`src/rtl/bitmask_idx_serializer.sv`:
```
`default_nettype none
// +--------------------------------------------------------------------------+
// | bitmask_idx_serializer: drains a multi-hot mask as one index per cycle,  |
// | in ascending DIRECTION-numbered order. Rev 1.0                           |
// +--------------------------------------------------------------------------+
module bitmask_idx_serializer #(
  parameter int NUM_SIGNALS = 4,
  parameter     DIRECTION   = "LSB0",
  parameter int INDEX_WIDTH = $clog2(NUM_SIGNALS)
) (
  input  logic                   clk,
  input  logic                   reset,
  input  logic                   in_valid,
  output logic                   in_ready,
  input  logic [NUM_SIGNALS-1:0] in_mask,
  output logic                   out_valid,
  input  logic                   out_ready,
  output logic [INDEX_WIDTH-1:0] out_index,
  output logic [NUM_SIGNALS-1:0] out_one_hot,
  output logic                   out_last
);

  typedef enum logic [0:0] {
    IDLE  = 1'b0,
    DRAIN = 1'b1
  } state_e;

  localparam bit                   C_MSB0 = (DIRECTION == "MSB0");
  localparam logic [INDEX_WIDTH-1:0] C_MAX_POS = INDEX_WIDTH'(NUM_SIGNALS - 1);
  localparam logic [NUM_SIGNALS-1:0] C_ONE     = NUM_SIGNALS'(1);

  state_e                 state_q;
  logic [NUM_SIGNALS-1:0] remaining_q;

  logic [INDEX_WIDTH-1:0] cur_pos;
  logic [NUM_SIGNALS-1:0] cur_one_hot;
  logic [INDEX_WIDTH-1:0] cur_index;
  logic                   cur_last;
  logic                   draining;
  logic                   in_fire;
  logic                   out_fire;

  // LSB0 drains from the lowest set bit upward, MSB0 from the highest down,
  // so the emitted index numbering is ascending in both cases.
  always_comb begin
    cur_pos = '0;
    if (C_MSB0) begin
      for (int i = 0; i < NUM_SIGNALS; i++) begin
        if (remaining_q[i]) cur_pos = INDEX_WIDTH'(i);
      end
    end else begin
      for (int i = NUM_SIGNALS - 1; i >= 0; i--) begin
        if (remaining_q[i]) cur_pos = INDEX_WIDTH'(i);
      end
    end
  end

  assign cur_one_hot = C_ONE << cur_pos;
  assign cur_index   = C_MSB0 ? (C_MAX_POS - cur_pos) : cur_pos;
  assign cur_last    = ((remaining_q & (remaining_q - C_ONE)) == '0);

  assign draining    = (state_q == DRAIN);
  assign out_valid   = draining;
  assign out_index   = draining ? cur_index   : '0;
  assign out_one_hot = draining ? cur_one_hot : '0;
  assign out_last    = draining & cur_last;

  assign out_fire    = out_valid & out_ready;
  assign in_ready    = !reset & ((state_q == IDLE) | (out_fire & out_last));
  assign in_fire     = in_valid & in_ready;

  always_ff @(posedge clk) begin
    if (reset) begin
      state_q     <= IDLE;
      remaining_q <= '0;
    end else begin
      case (state_q)
        IDLE: begin
          // A zero mask is accepted and dropped without producing output.
          if (in_fire && (in_mask != '0)) begin
            remaining_q <= in_mask;
            state_q     <= DRAIN;
          end
        end
        DRAIN: begin
          if (out_fire) begin
            if (!cur_last) begin
              remaining_q <= remaining_q & ~cur_one_hot;
            end else if (in_fire && (in_mask != '0)) begin
              remaining_q <= in_mask;
            end else begin
              remaining_q <= '0;
              state_q     <= IDLE;
            end
          end
        end
        default: begin
          state_q     <= IDLE;
          remaining_q <= '0;
        end
      endcase
    end
  end

endmodule
`default_nettype wire

```
`config.mk`:
```
export PLATFORM = sky130hd
export DESIGN_NAME = bitmask_idx_serializer
export DESIGN_NICKNAME = d
export VERILOG_FILES = /design/src/rtl/bitmask_idx_serializer.sv
export SDC_FILE = /design/constraint.sdc
export NUM_CORES = 1
export LEC_CHECK = 0
export ABC_AREA = 1
export ABC_CLOCK_PERIOD_IN_PS = 1830
export BUFFER_PORTS_ARGS = -buffer_cell sky130_fd_sc_hd__buf_4
export CAP_MARGIN = 20
export CORE_AREA = 2 2 39 41
export DETAILED_ROUTE_END_ITERATION = 16
export DIE_AREA = 0 0 41 43
export PLACE_DENSITY = 0.6
export SYNTH_ARGS = -nofsm -noshare
export SYNTH_HDL_FRONTEND = slang
export SYNTH_SLANG_ARGS = --single-unit
```
`constraint.sdc`:
```
create_clock -name clk -period 1.83 [get_ports clk]
set_input_delay 0.2745 -clock clk [delete_from_list [all_inputs] [get_ports clk]]
set_output_delay 0.2745 -clock clk [all_outputs]
set_load 0.005 [all_outputs]
```
### Word-level counts from Yosys, hierarchy flattened

Cells that the tools add are included.

* bits in registers: 5
* input bits: 8
* output and inout bits: 9
* logic and storage cells: 36

* add/sub/neg operators: 1
* eq/ne operators: 2
* shifts and indexed selects: 1
* mux-type cells: 15
* bitwise logic cells: 10
* reduce and logical (&&, ||, !) cells: 5

Operators by type and width (count)
* $mux 4: 5
* $mux 2: 5
* $and 4x4->4: 2
* $pmux 4 s2: 1
* $and 1x1->1: 5
* $logic_not 4->1: 1
* $ne 2x1->1 const B: 2
* $not 4->4: 1
* $reduce_bool 4->1: 1
* $shl 1x2->4 const A: 1
* $sub 4x1->4 const B: 1
* $mux 1: 3
* $pmux 1 s2: 1
* $reduce_and 2->1: 1
* $logic_and 1x1->1: 1
* $logic_not 1->1: 1
* $not 1->1: 1
* $or 1x1->1: 1

### Longest topological paths before layout

Gate-level depths: netlist (run 1).

* depth after elaboration: 13
* gate-level depth with buffers: 11
* mapped depth without buffers: 11

### Worst setup path before layout (run 1)

No wires, ideal clock.

* path type: register to output
* from: reg remaining_q[2]
* to: out out_one_hot[2]
* arrival time: 0.945 ns
* data required time: 1.556 ns
* path slack: 0.611 ns
* stages on the path, launching flop included: 5
* cell sequence: dfxtp_1 > nor2_1 > o21ai_0 > inv_1 > nor3_1

* word-level cells in the longest chain between the ends: 5

RTL lines
* start: declaration: line 33 `logic [NUM_SIGNALS-1:0] remaining_q;`
* start signal: assignment: line 81 `remaining_q <= in_mask;`
* start signal: assignment: line 88 `remaining_q <= remaining_q & ~cur_one_hot;`
* start signal: assignment: line 90 `remaining_q <= in_mask;`
* $mux 2 (3 in series): line 53 `if (remaining_q[i]) cur_pos = INDEX_WIDTH'(i);`
* $shl 1x2->4: line 58 `assign cur_one_hot = C_ONE << cur_pos;`
* $mux 4: line 65 `assign out_one_hot = draining ? cur_one_hot : '0;`
* end: declaration: line 19 `output logic [NUM_SIGNALS-1:0] out_one_hot,`

Every way passes these cells.

### Final worst setup path (run 1)

* from: reg remaining_q[3]
* to: out out_one_hot[2]

* word-level cells in the longest chain between the ends: 6

RTL lines (line)
* $mux 2 (4 in series): 53
* $shl 1x2->4: 58
* $mux 4: 65

Every way passes these cells.

==> results.toml, run 1 <==
[timing]
min_period_ns = 1.67
worst_pin_slew_ns = 0.301
fmax_mhz = 599
finalSetupViolCount = 0
slew_headroom = 0.797
hold_viol = 0
fin_crit_sh = 0.912
rsz0062_at_grt = "no"
worst_slack_ns = 0.162
drv_slew = 0
clock_skew_ns = 0.00236
fin_setup_tns_ns = 0

[pwr]
clkPwrFrac = 0.313
p_sw_uw = 146
p_int_uw = 265
p_seq_frac = 0.329
irDropWorstVdd_uv = 355
p_comb_frac = 0.358
sw_frac_of_total = 0.356
p_leak_uw = 0.000336
power_density_nw_per_um2 = 670

[clocking]
path_clk_slew_ns = 0.04
cts_made_buffers = 3
cts_tree = "done"
cts.sinks = 5
postCtsSetupRepairBufs = 0
postCtsResizedCells = 0
ctsHoldBuffers = 0
clk_latency_ns = 0.24
clockRootBuffer = "clkbuf_4"
clock_path_buffers = 2
cts-htree-levels = 1

[worst_setup_path]
cp_data_arrival_time_ns = 1.39
startpoint_type = "flop"
reg2reg_depth = 9
rrSetupSlack_ns = 0.52
endpoint_kind = "output pin"
r2r-start = "remaining_q[2]$_SDFFE_PP0P_"
crit_required_ns = 1.56
critPathKind = "flop to output pin"
worstReg2RegEnd = "remaining_q[3]$_SDFFE_PP0P_"
path_max_fanout = 4

[logic_synthesis]
synth-edff-count = 0
synth_cell_types = 18
syn_nets = 86
netlist_area_um2 = 452
synth_ff_type = "dfxtp_1"
syn_inst = 78
yosysWarnings = 0
synth-seq-cells = 5
async_flop_share = 0
synth.avg_cell_area_um2 = 5.79
ys_seq_area_frac = 0.222

[global_route]
grt_usage = 0.144
grt_pass1_wl_um = 1700
grt_max_degree = 10
antenna_found_initial = 0
first_global_vias = 438
grt_overflow = 0

[die]
core_area_um2 = 1380
die-area_um2 = 1760
die_h_um = 43
start_util = 0.326
row_count = 14
die_x_um = 41
ios = 17

[route]
antenna_left = 0
drtPass1Iterations = 4
drc = 0
first_iter_violations = 8
wirelength_um = 1040
wl_per_cell_um = 9.08
via_count = 522
vias_per_cell = 4.58

[layout]
multi_input_area_um2 = 295
areaGrowthSynthToFinish_pct = 36.0
diodes = 0
fillers = 160
drive_gt1_frac = 0.378
regArea_um2 = 100
finalNetCount = 107

[min_path]
hp-start = "in_mask[1]"
whs_path_depth = 5
hold_path_class = "primary input to flop"
whs_endpoint = "remaining_q[1]$_SDFFE_PP0P_"

[placement]
pre_cts_ws_ns = 0.423
gp_congestion = 0.753
io_buffers = 16
hpwl_um = 861

[flow_run]
maxCapViolCount = 0

[status]
status = "complete, no violations"
-- power by group through the flow --
stage | sequential (µW) | combinational (µW) | clock (µW)
detailed placement | 137 | 148 | 0
floorplan | 135 | 104 | 0
global placement | 136 | 148 | 0
finish | 135 | 147 | 129
global route | 137 | 169 | 139
CTS | 135 | 149 | 135
-- routing by layer --
| layer | part of all wire | global-route usage | vias up |
|---|---|---|---|
| met5 | 0 | 0 | - |
| met2 | 0.45 | 0.203 | 18 |
| met1 | 0.45 | 0.184 | 220 |
| li1 | - | - | 279 |
| met3 | 0.061 | 0.0157 | 5 |
| met4 | 0.035 | 0.120 | 0 |
-- Yosys cell counts (2+ instances only) --
cell	count	area [µm²]
nand2_2	4	25.0
inv_1	7	26.3
nor2_2	4	25.0
nor3_1	4	20.0
inv_2	5	18.8
dfxtp_1	5	100
nand3_1	3	15.0
a21oi_1	2	10.0
nor2_1	13	48.8
nand2_1	23	86.3
-- how the worst max path moves through the flow --
stage                                           start              to  slack [ns]
after floorplan           remaining_q[2]$_SDFFE_PP0P_  out_one_hot[2]        0.61
final                     remaining_q[3]$_SDFFE_PP0P_  out_one_hot[2]        0.16
after CTS                 remaining_q[3]$_SDFFE_PP0P_  out_one_hot[2]        0.16
after global routing      remaining_q[3]$_SDFFE_PP0P_  out_one_hot[2]        0.04
after detailed placement  remaining_q[3]$_SDFFE_PP0P_  out_one_hot[2]        0.42
after global placement    remaining_q[2]$_SDFFE_PP0P_  out_one_hot[2]        0.48
-- cell families (layout without fill, tap and decap cells) --
logic type / count (synthesis) / in the layout / synth area share
and+or+nand+nor: 56 / 56 / 0.601
DFF: 5 / 5 / 0.222
AOI/OAI and AO/OA: 4 / 4 / 0.0526
buffers and inverters: 13 / 33 / 0.125
-- cell usage in the layout, fill, tap and decap left out --
master	synthesis	routed
a21oi_1	2	2
buf_4	0	17
clkbuf_1	0	1
clkbuf_4	0	3
dfxtp_1	5	5
inv_1	7	7
inv_2	5	5
nand2_1	23	23
nand2_2	4	4
nand2_4	1	1
nand3_1	3	3
nand3_2	1	1
nand4_2	1	1
nor2_1	13	13
nor2_2	4	4
nor2_4	1	1
nor3_1	4	4
o2111ai_1	1	1
o21ai_0	1	1
or2_1	1	1
-- metrics by stage --
step	cell area [µm²]	hold slack [ns]	std cells	util	power [µW]
floorplan	452	0.497	78	-	239
global placement	588	0.585	110	0.425	285
detailed placement	588	0.580	110	0.425	285
CTS	614	0.368	114	0.444	418
global route	614	0.401	114	0.444	446
finish	614	0.367	114	0.444	411
-- state kept, by name, summed over array words and instances (netlist names) --
name,cells
out_valid,1
remaining_q,4
-- critical path: stages (launching register included) --
cell and delay (ns):
dfxtp_1 0.35, inv_1 0.11, nor2_1 0.05, o21ai_0 0.27, inv_1 0.09, nor3_1 0.14
buf_4 0.13
-- cell type report --
| class | count | share of cell area |
|---|---|---|
| clock buffers | 4 | 0.0428 |
| inverters | 12 | 0.0733 |
| multi-input cells | 60 | 0.481 |
| flip-flops and latches | 5 | 0.163 |
| well taps | 16 | 0.0326 |
| repair buffers | 17 | 0.208 |
No activity file was read; power rests on OpenSTA's default activity.
==> inputs of run 2 (changes only) <==
CORE_AREA = 4 4 41 43   (was 2 2 39 41)
DIE_AREA = 0 0 45 47   (was 0 0 41 43)
==> results.toml, run 2 (synthesized netlist as in run 1, its figures left out) <==
[die]
ios = 17
row_count = 13
die_x_um = 45
start_util = 0.347
die-area_um2 = 2120
core_area_um2 = 1300
die_h_um = 47

[layout]
areaGrowthSynthToFinish_pct = 35.7
layout_common_cells = "nand2_1, buf_4, nor2_1"
regMostFlops = "remaining_q"
largest_reg_flops = 4
finalNetCount = 107
final_common_cell = "nand2_1"
instances_no_fill = 113
regArea_um2 = 100
multi_input_area_um2 = 295
drive_gt1_frac = 0.378
fillers = 159
diodes = 0

[route]
vias_per_cell = 4.58
first_iter_violations = 11
drtPass1Iterations = 4
drc = 0
antenna_left = 0
via_count = 518
wl_per_cell_um = 9.39
wirelength_um = 1060

[global_route]
grt_usage = 0.115
first_global_vias = 426
antenna_found_initial = 0
grt_overflow = 0
grt_pass1_wl_um = 1710
grt_max_degree = 10

[worst_setup_path]
critPathKind = "flop to output pin"
cp_data_arrival_time_ns = 1.30
path_max_fanout = 5
startpoint_type = "flop"
endpoint_kind = "output pin"
cpMaxStageDelayCell = "dfxtp_1"
max_stage_delay_ns = 0.42
path_cells = "nor2_1, o21ai_1, inv_1, nor3_1, buf_4"
crit_required_ns = 1.56

[min_path]
hold_path_class = "primary input to flop"

[timing]
slew_headroom = 0.839
hold_viol = 0
drv_slew = 0
fin_crit_sh = 0.860
min_period_ns = 1.57
rsz0062_at_grt = "no"
fin_setup_tns_ns = 0
finalSetupViolCount = 0
fmax_mhz = 636
clock_skew_ns = 0.00240
worst_pin_slew_ns = 0.241

[clocking]
cts_made_buffers = 3
clk_latency_ns = 0.24
clockRootBuffer = "clkbuf_4"
cts.sinks = 5
clock_path_buffers = 2
cts-htree-levels = 1
path_clk_slew_ns = 0.04
cts_tree = "done"

[placement]
gp_congestion = 0.752
dp_cells = 109
io_buffers = 16
hpwl_um = 871

[flow_run]
maxCapViolCount = 0

[pwr]
irDropWorstVdd_uv = 295
power_density_nw_per_um2 = 667
p_leak_uw = 0.000336

[status]
status = "complete, no violations"
-- run 2: cell count changes in the layout (fill, tap and decap cells not counted) --
cell	previous run	this run
o21ai_1	0	1
o21ai_0	1	0
-- run 2: per-stage QoR --
stage	setup WS [ns]	power, µW	hold WS, ns	utilization	instance area, µm²
floorplan	0.611	239	0.497	-	452
global route	0.0843	448	0.373	0.471	613
finish	0.257	409	0.364	0.471	613
CTS	0.145	415	0.365	0.471	613
global placement	0.477	285	0.584	0.451	587
detailed placement	0.408	286	0.583	0.451	587
-- run 2: repair_timing --
item                       in CTS  in global routing
setup endpoints to repair       0                  1
gates resized for setup         0                  1
setup buffers                   0                  0
hold buffers                    0                  0
-- run 2: path summary, 6_finish.rpt --
path	from	to	slack, ns	cells after the start
worst max register to register	remaining_q[2]$_SDFFE_PP0P_	remaining_q[3]$_SDFFE_PP0P_	0.50	9
worst min-delay path	in_mask[1]	remaining_q[1]$_SDFFE_PP0P_	0.36	5
worst min register to register	remaining_q[0]$_SDFFE_PP0P_	remaining_q[0]$_SDFFE_PP0P_	0.59	4
worst max-delay path	remaining_q[2]$_SDFFE_PP0P_	out_one_hot[2]	0.26	5
-- run 2: critical path: cells and delay by family, from the launching register on --
| kind | cells | cell delay (ns) |
|---|---|---|
| flops | 1 | 0.42 |
| compound gates | 1 | 0.21 |
| buf+inv | 2 | 0.21 |
| simple gates | 2 | 0.21 |
-- run 2: final cells by class --
class / count / share of cell area
multi-input combinational: 60 / 0.482
tap: 15 / 0.0306
clock buffer: 4 / 0.0429
sequential: 5 / 0.163
inverter: 12 / 0.0735
timing repair buffer: 17 / 0.208
-- run 2: metal layers --
layer  vias up  global-route usage  share of wire
met5         -                   0              0
met4         0              0.0877          0.016
met3         4              0.0230          0.065
met2        12               0.172           0.44
met1       222               0.143           0.47
li1        280                   -              -
-- run 2: report_power, final --
part           internal, µW  switching (µW)  leakage (µW)  total (µW)
registers               121            14.4     0.0000413         135
clock network          82.3            43.0     0.0000150         125
logic                  62.1            86.0      0.000280         148
total                   265             143      0.000336         409
